<file path="config.mk">
export PLATFORM = sky130hd
export DESIGN_NAME = x74xx259
export DESIGN_NICKNAME = d
export VERILOG_FILES = /design/src/rtl/x74xx259.sv
export SDC_FILE = /design/constraint.sdc
export NUM_CORES = 1
export LEC_CHECK = 0
export CAP_MARGIN = 20
export CORE_AREA = 2 2 39 41
export CTS_CLUSTER_SIZE = 20
export DETAILED_ROUTE_END_ITERATION = 10
export DIE_AREA = 0 0 41 43
export SLEW_MARGIN = 25
export SYNTH_ARGS = -nofsm -noshare
export SYNTH_HDL_FRONTEND = slang
export SYNTH_SLANG_ARGS = --single-unit
</file>
<file path="constraint.sdc">
create_clock -name clock_50 -period 0.8 [get_ports clock_50]
set_clock_uncertainty 0.1 [all_clocks]
set_input_delay 0.16 -clock clock_50 [delete_from_list [all_inputs] [get_ports clock_50]]
set_output_delay 0.16 -clock clock_50 [all_outputs]
set_load 0.05 [all_outputs]
</file>
<file path="src/rtl/x74xx259.sv">
// 8-bit addressable latch (74xx259), fully synchronous to clock_50.
// Optional input register stage adds one cycle of latency.
module x74xx259 #(
    parameter logic [7:0] RESET_VALUE = 8'h00,
    parameter bit         INPUT_REG   = 1'b0
) (
    input  logic clock_50,
    input  logic reset,
    input  logic A0,
    input  logic A1,
    input  logic A2,
    input  logic D,
    input  logic LE_N,
    input  logic MR_N,
    output logic Q0,
    output logic Q1,
    output logic Q2,
    output logic Q3,
    output logic Q4,
    output logic Q5,
    output logic Q6,
    output logic Q7
);

    logic [2:0] a_s;
    logic       d_s;
    logic       le_n_s;
    logic       mr_n_s;

    logic [7:0] q_q;
    logic [7:0] q_d;

    generate
        if (INPUT_REG) begin : g_inreg
            logic [2:0] a_q;
            logic       d_q;
            logic       le_n_q;
            logic       mr_n_q;

            // Idle tuple on reset so the first edge after release writes nothing
            always_ff @(posedge clock_50 or posedge reset) begin
                if (reset) begin
                    a_q    <= 3'd0;
                    d_q    <= 1'b0;
                    le_n_q <= 1'b1;
                    mr_n_q <= 1'b1;
                end else begin
                    a_q    <= {A2, A1, A0};
                    d_q    <= D;
                    le_n_q <= LE_N;
                    mr_n_q <= MR_N;
                end
            end

            assign a_s    = a_q;
            assign d_s    = d_q;
            assign le_n_s = le_n_q;
            assign mr_n_s = mr_n_q;
        end else begin : g_direct
            assign a_s    = {A2, A1, A0};
            assign d_s    = D;
            assign le_n_s = LE_N;
            assign mr_n_s = MR_N;
        end
    endgenerate

    always_comb begin
        q_d = q_q;
        unique case ({mr_n_s, le_n_s})
            2'b10: q_d[a_s] = d_s;
            2'b11: q_d = q_q;
            2'b00: begin
                q_d      = 8'h00;
                q_d[a_s] = d_s;
            end
            2'b01: q_d = 8'h00;
            default: q_d = q_q;
        endcase
    end

    always_ff @(posedge clock_50 or posedge reset) begin
        if (reset) begin
            q_q <= RESET_VALUE;
        end else begin
            q_q <= q_d;
        end
    end

    assign Q0 = q_q[0];
    assign Q1 = q_q[1];
    assign Q2 = q_q[2];
    assign Q3 = q_q[3];
    assign Q4 = q_q[4];
    assign Q5 = q_q[5];
    assign Q6 = q_q[6];
    assign Q7 = q_q[7];

endmodule

</file>
==> results of run 1 <==
## where the power goes
part | internal [mW] | leakage, nW | switching (mW) | total (mW)
sequential | 0.422 | 0.0971 | 0.0158 | 0.438
clock | 0.171 | 0.0138 | 0.126 | 0.296
combinational | 0.131 | 0.220 | 0.129 | 0.259
## cells by family (layout without fill, tap and decap cells)
logic type,count (synthesis),count (layout),share of synthesized area
buffers and inverters,3,25,0.0281
flip-flops,8,8,0.500
multiplexers,8,8,0.200
AND/OR/NAND/NOR,16,16,0.272
## synth_stat cells (all sizes together)
library cell	number
nor4	1
inv	2
mux2i	8
nand2	8
dfrtp	8
nor4b	3
clkbuf	1
and4bb	3
nand4b	1
## routing by layer
metal	vias up	routed length, um	track usage
met5	-	0	0
met2	7	459	0.175
met3	2	45	0.0314
met4	0	10	0.100
li1	172	-	-
met1	175	385	0.198
## cells in the final DEF, fill, tap and decap left out, drive strengths merged, types with 2 or more instances in the layout
master and count:
and4bb 3, mux2i 8, buf 17, nor4b 3
inv 2, clkbuf 3, nand2 8, dfrtp 8
## timing repair
item | in CTS | in global routing
hold buffers | 0 | 0
buffers inserted | 0 | 1
pin swaps | 2 | 2
gates resized for setup | 27 | 12
setup endpoints to repair | 16 | 16
## metrics by stage
step / worst slack, ns / cells
floorplan: -0.0686 / 35
global placement: -0.742 / 69
detailed placement: -0.730 / 69
CTS: -0.291 / 72
global route: -0.310 / 73
finish: -0.288 / 73
## layout make-up
type | count | area (sq um)
flip-flops and latches | 8 | 210
clock buffers | 3 | 22.5
multi-input cells | 24 | 254
repair buffers | 20 | 270
inverters | 2 | 7.51
fillers | 117 | 599
well taps | 16 | 20.0
## final timing paths
check	from	to	slack [ns]
max in group asynchronous	reset	async pin	0.41
min in group clock_50	A1	register	0.17
worst min register to register	register	register	0.47
worst max register to register	register	register	-0.09
worst max-delay path	register	Q4	-0.29
worst min-delay path	reset	async pin	0.08
==> results.sh, run 1 <==
export IMPL_p_per_area_nw_per_um2=1270
export IMPL_core_sq_um=1380
export IMPL_cts_buffer_depth=2
export IMPL_clkTransAtPathRegs_ns=0.05
export IMPL_place_area_sq_um=706
export IMPL_rows=14
export IMPL_crit_type="reg -> out"
export IMPL_cap_violations=0
export IMPL_fin_ws_ns=-0.288
export IMPL_synth_top_cells_by_area="dfrtp_1 50%, mux2i_1 20%, and4bb_2 9.4%"
export IMPL_finalCoreUtilization=0.567
export IMPL_synth_nets=43
export IMPL_period_share=1.36
export IMPL_antenna_found_initial=0
export IMPL_setup_viol=9
export IMPL_tightest_slew_ns=0.329
export IMPL_min_period_ns=1.09
export IMPL_p_leak_nw=0.330
export IMPL_grt_pass1_vias=377
export IMPL_initialDrtViolationCount=1
export IMPL_fin_nets=67
export IMPL_cp_end_kind="primary output"
export IMPL_n_antenna_cell=0
export IMPL_outcome="finished with violations"
export IMPL_pin_count=16
export IMPL_worstSetupStartpointType="register"
export IMPL_final_area_sq_um=785
export IMPL_slowest_delay_ns=0.43
export IMPL_worstPathRequired_ns=0.54
export IMPL_fmax_ghz=0.919
export IMPL_synth_top_cell_area_share=0.500
export IMPL_grt_pass1_wl_um=1610
export IMPL_clk_latency_ns=0.25
export IMPL_drive_above_1_share=0.667
export IMPL_ys_types=9
export IMPL_clock_sinks=8
export IMPL_ys_warn_count=0
export IMPL_cp_slowest_cell="dfrtp_2"
export IMPL_initial_core_util=0.289
export IMPL_grtUsageTotal=0.138
export IMPL_rr_worst_depth=3
export IMPL_syn_area_sq_um=400
export IMPL_crit_fanout=2
export IMPL_drc=0
export IMPL_drt_pass1_iterations=2
export IMPL_viasPerCell=4.88
export IMPL_rsz0062_at_grt="yes"
export IMPL_crit_chain="buf_12"
export IMPL_hold_viol=0
export IMPL_grt_max_degree=9
export IMPL_critPathArrivalTime_ns=0.83
export IMPL_cts_tree="built"
export IMPL_hpwl_um=672
export IMPL_place_gp_congestion=0.654
export IMPL_yosysSeqAreaShare=0.500
export IMPL_clockRootBuffer="clkbuf_4"
export IMPL_violations="negative setup slack"
export IMPL_overflow=0
export IMPL_cts_buffers=3
export IMPL_routedWlPerCell_um=12.3
export IMPL_slew_headroom=0.781
export IMPL_die_y_um=43
export IMPL_whs_ns=0.0766
export IMPL_cp_top_family="flip-flops"
export IMPL_syn_area_per_cell_sq_um=11.4
export IMPL_path_depth=1
export IMPL_worstHoldPathType="in -> async"
export IMPL_postSynthCellCount=35
export IMPL_slew_viol_final=0
export IMPL_peakVddDrop_v=0.000803
export IMPL_io_buffer_count=15
export IMPL_finalPower_uw=994
export IMPL_synth_seq_cells=8
export IMPL_htree_num_levels=1
export IMPL_yosysTopAreaCell="dfrtp_1"
export IMPL_ant_nets=0
export IMPL_fp_dieW_um=41
export IMPL_cp_num_buf_inv=1
export IMPL_die_area_sq_um=1760
export IMPL_area_growth_pct=95.9
export IMPL_num_vias=356
export IMPL_setup_tns_ns=-2.31
export IMPL_wirelength_um=901
No activity file was read; power rests on OpenSTA's default activity.
==> run 2, diff against run 1 <==
--- a/config.mk
+++ b/config.mk
@@ -8,4 +8,5 @@
 export CAP_MARGIN = 20
 export CORE_AREA = 2 2 39 41
+export CTS_BUF_LIST = sky130_fd_sc_hd__clkbuf_4 sky130_fd_sc_hd__clkbuf_8 sky130_fd_sc_hd__clkbuf_16
 export CTS_CLUSTER_SIZE = 20
 export DETAILED_ROUTE_END_ITERATION = 10
==> constraint.sdc (replaced) <==
create_clock -name clock_50 -period 0.8 [get_ports clock_50]
set_clock_uncertainty 0.1 [all_clocks]
set_input_delay 0.12 -clock clock_50 [delete_from_list [all_inputs] [get_ports clock_50]]
set_output_delay 0.12 -clock clock_50 [all_outputs]
set_load 0.05 [all_outputs]
==> run 2 against run 1 <==
Against the previous run:
- sequential power about the same
- clock power about the same
- design area down 5.9%
- via count down 1.7%
- non-clock buffer count down 2
- sequential share of layout area up 1.7 points
- critical endpoint is now Q6
- flip-flop and latch count unchanged
- the run still ends with negative setup slack left
- register-to-register slack better by 0.12 ns
- combinational power down 8.1%
==> results.sh, run 2 (synthesized netlist as in run 1, its figures left out) <==
export IMPL_peakVddDrop_v=0.000457
export IMPL_finalPower_uw=973
export IMPL_n_antenna_cell=0
export IMPL_grt_pass1_vias=323
export IMPL_initialDrtViolationCount=4
export IMPL_setup_viol=8
export IMPL_rrSetupSlack_ns=0.03
export IMPL_min_period_ns=1.05
export IMPL_worstSetupStartpointType="register"
export IMPL_routedWlPerCell_um=11.3
export IMPL_critPathArrivalTime_ns=0.83
export IMPL_cts_buffer_depth=2
export IMPL_slew_viol_final=0
export IMPL_clock_sinks=8
export IMPL_die_y_um=43
export IMPL_cts_tree="built"
export IMPL_tightest_slew_ns=0.290
export IMPL_num_vias=350
export IMPL_fmax_ghz=0.955
export IMPL_seq_power_share=0.449
export IMPL_grt_max_degree=9
export IMPL_rows=14
export IMPL_routed_top_layer="met4"
export IMPL_whs_ns=0.0445
export IMPL_wl_met3_um=49
export IMPL_outcome="finished with violations"
export IMPL_grtUsageTotal=0.119
export IMPL_worstPathRequired_ns=0.58
export IMPL_cp_slowest_cell="dfrtp_2"
export IMPL_hpwl_um=598
export IMPL_period_share=1.31
export IMPL_finalCoreUtilization=0.533
export IMPL_final_cell_mix="8 x nand2_1, 8 x mux2i_1, 8 x dfrtp_2, 8 x buf_12"
export IMPL_fin_nets=65
export IMPL_drt_pass1_iterations=2
export IMPL_overflow=0
export IMPL_crit_type="reg -> out"
export IMPL_antenna_found_initial=0
export IMPL_wl_met1_um=358
export IMPL_worstHoldPathType="in -> async"
export IMPL_slew_headroom=0.807
export IMPL_clk_latency_ns=0.24
export IMPL_cp_top_family="flip-flops"
export IMPL_p_per_area_nw_per_um2=1320
export IMPL_p_sw_uw=264
export IMPL_slowest_delay_ns=0.42
export IMPL_wl_met2_um=373
export IMPL_p_leak_nw=0.299
export IMPL_fin_ws_ns=-0.247
export IMPL_rsz0062_at_grt="yes"
export IMPL_pin_count=16
export IMPL_cts_buffers=3
export IMPL_htree_num_levels=1
export IMPL_hold_viol=0
export IMPL_viasPerCell=4.93
export IMPL_drive_above_1_share=0.618
export IMPL_cp_num_buf_inv=1
export IMPL_clockRootBuffer="clkbuf_4"
export IMPL_cap_violations=0
export IMPL_die_area_sq_um=1760
export IMPL_place_gp_congestion=0.678
export IMPL_area_growth_pct=84.4
export IMPL_cp_end_kind="primary output"
export IMPL_core_sq_um=1380
export IMPL_cts_setup_buffers=0
export IMPL_grt_pass1_wl_um=1400
export IMPL_crit_fanout=2
export IMPL_drc=0
export IMPL_sw_frac_of_total=0.271
export IMPL_wirelength_um=805
export IMPL_violations="negative setup slack"
export IMPL_pwr_share_comb=0.245
export IMPL_fp_dieW_um=41
export IMPL_ant_nets=0
export IMPL_io_buffer_count=15
export IMPL_clkTransAtPathRegs_ns=0.05
export IMPL_crit_chain="buf_12"
export IMPL_place_ws_ns=-0.721
export IMPL_p_int_uw=709
export IMPL_rr_worst_depth=2
export IMPL_initial_core_util=0.289
export IMPL_clock_power_share=0.306
-- run 2: area by class of cell --
| cell class | count | area, sq um |
|---|---|---|
| Fill cell | 122 | 646 |
| Multi-Input combinational cell | 24 | 240 |
| Timing Repair Buffer | 18 | 238 |
| Sequential cell | 8 | 210 |
| Clock buffer | 3 | 22.5 |
| Tap cell | 16 | 20.0 |
| Inverter | 2 | 7.51 |
-- run 2: power groups by stage --
stage	combinational, mW	clock, mW	sequential, mW
2_1_floorplan	0.0461	0	0.487
3_3_place_gp	0.223	0	0.444
6_report	0.238	0.298	0.437
4_1_cts	0.237	0.306	0.437
5_1_grt	0.254	0.348	0.438
3_5_place_dp	0.224	0	0.444
-- run 2: per-layer routing --
layer,vias to the layer above,track usage
met5,-,0
met4,0,0.0800
met3,4,0.0314
met2,14,0.156
met1,162,0.162
li1,170,-
-- run 2: per-stage QoR --
stage / instance area [sq um] / setup TNS [ns] / instances
after detailed placement: 679 / -4.93 / 68
after floorplan: 410 / -0.531 / 35
after global placement: 679 / -4.93 / 68
final: 738 / -1.90 / 71
after global routing: 738 / -2.17 / 71
after CTS: 734 / -1.94 / 71
-- run 2: how the worst max path moves through the flow --
stage | to | slack [ns] | cells past startpoint
after floorplan | register | -0.07 | 2
after CTS | Q6 | -0.25 | 1
after global routing | Q6 | -0.28 | 1
final | Q6 | -0.25 | 1
after detailed placement | register | -0.72 | 3
after global placement | register | -0.69 | 3
-- run 2: repair_timing --
action / in CTS / in global routing
endpoints found under the setup margin: 16 / 16
hold buffers: 0 / 0
pin swaps: 1 / 1
gates resized for setup: 29 / 2
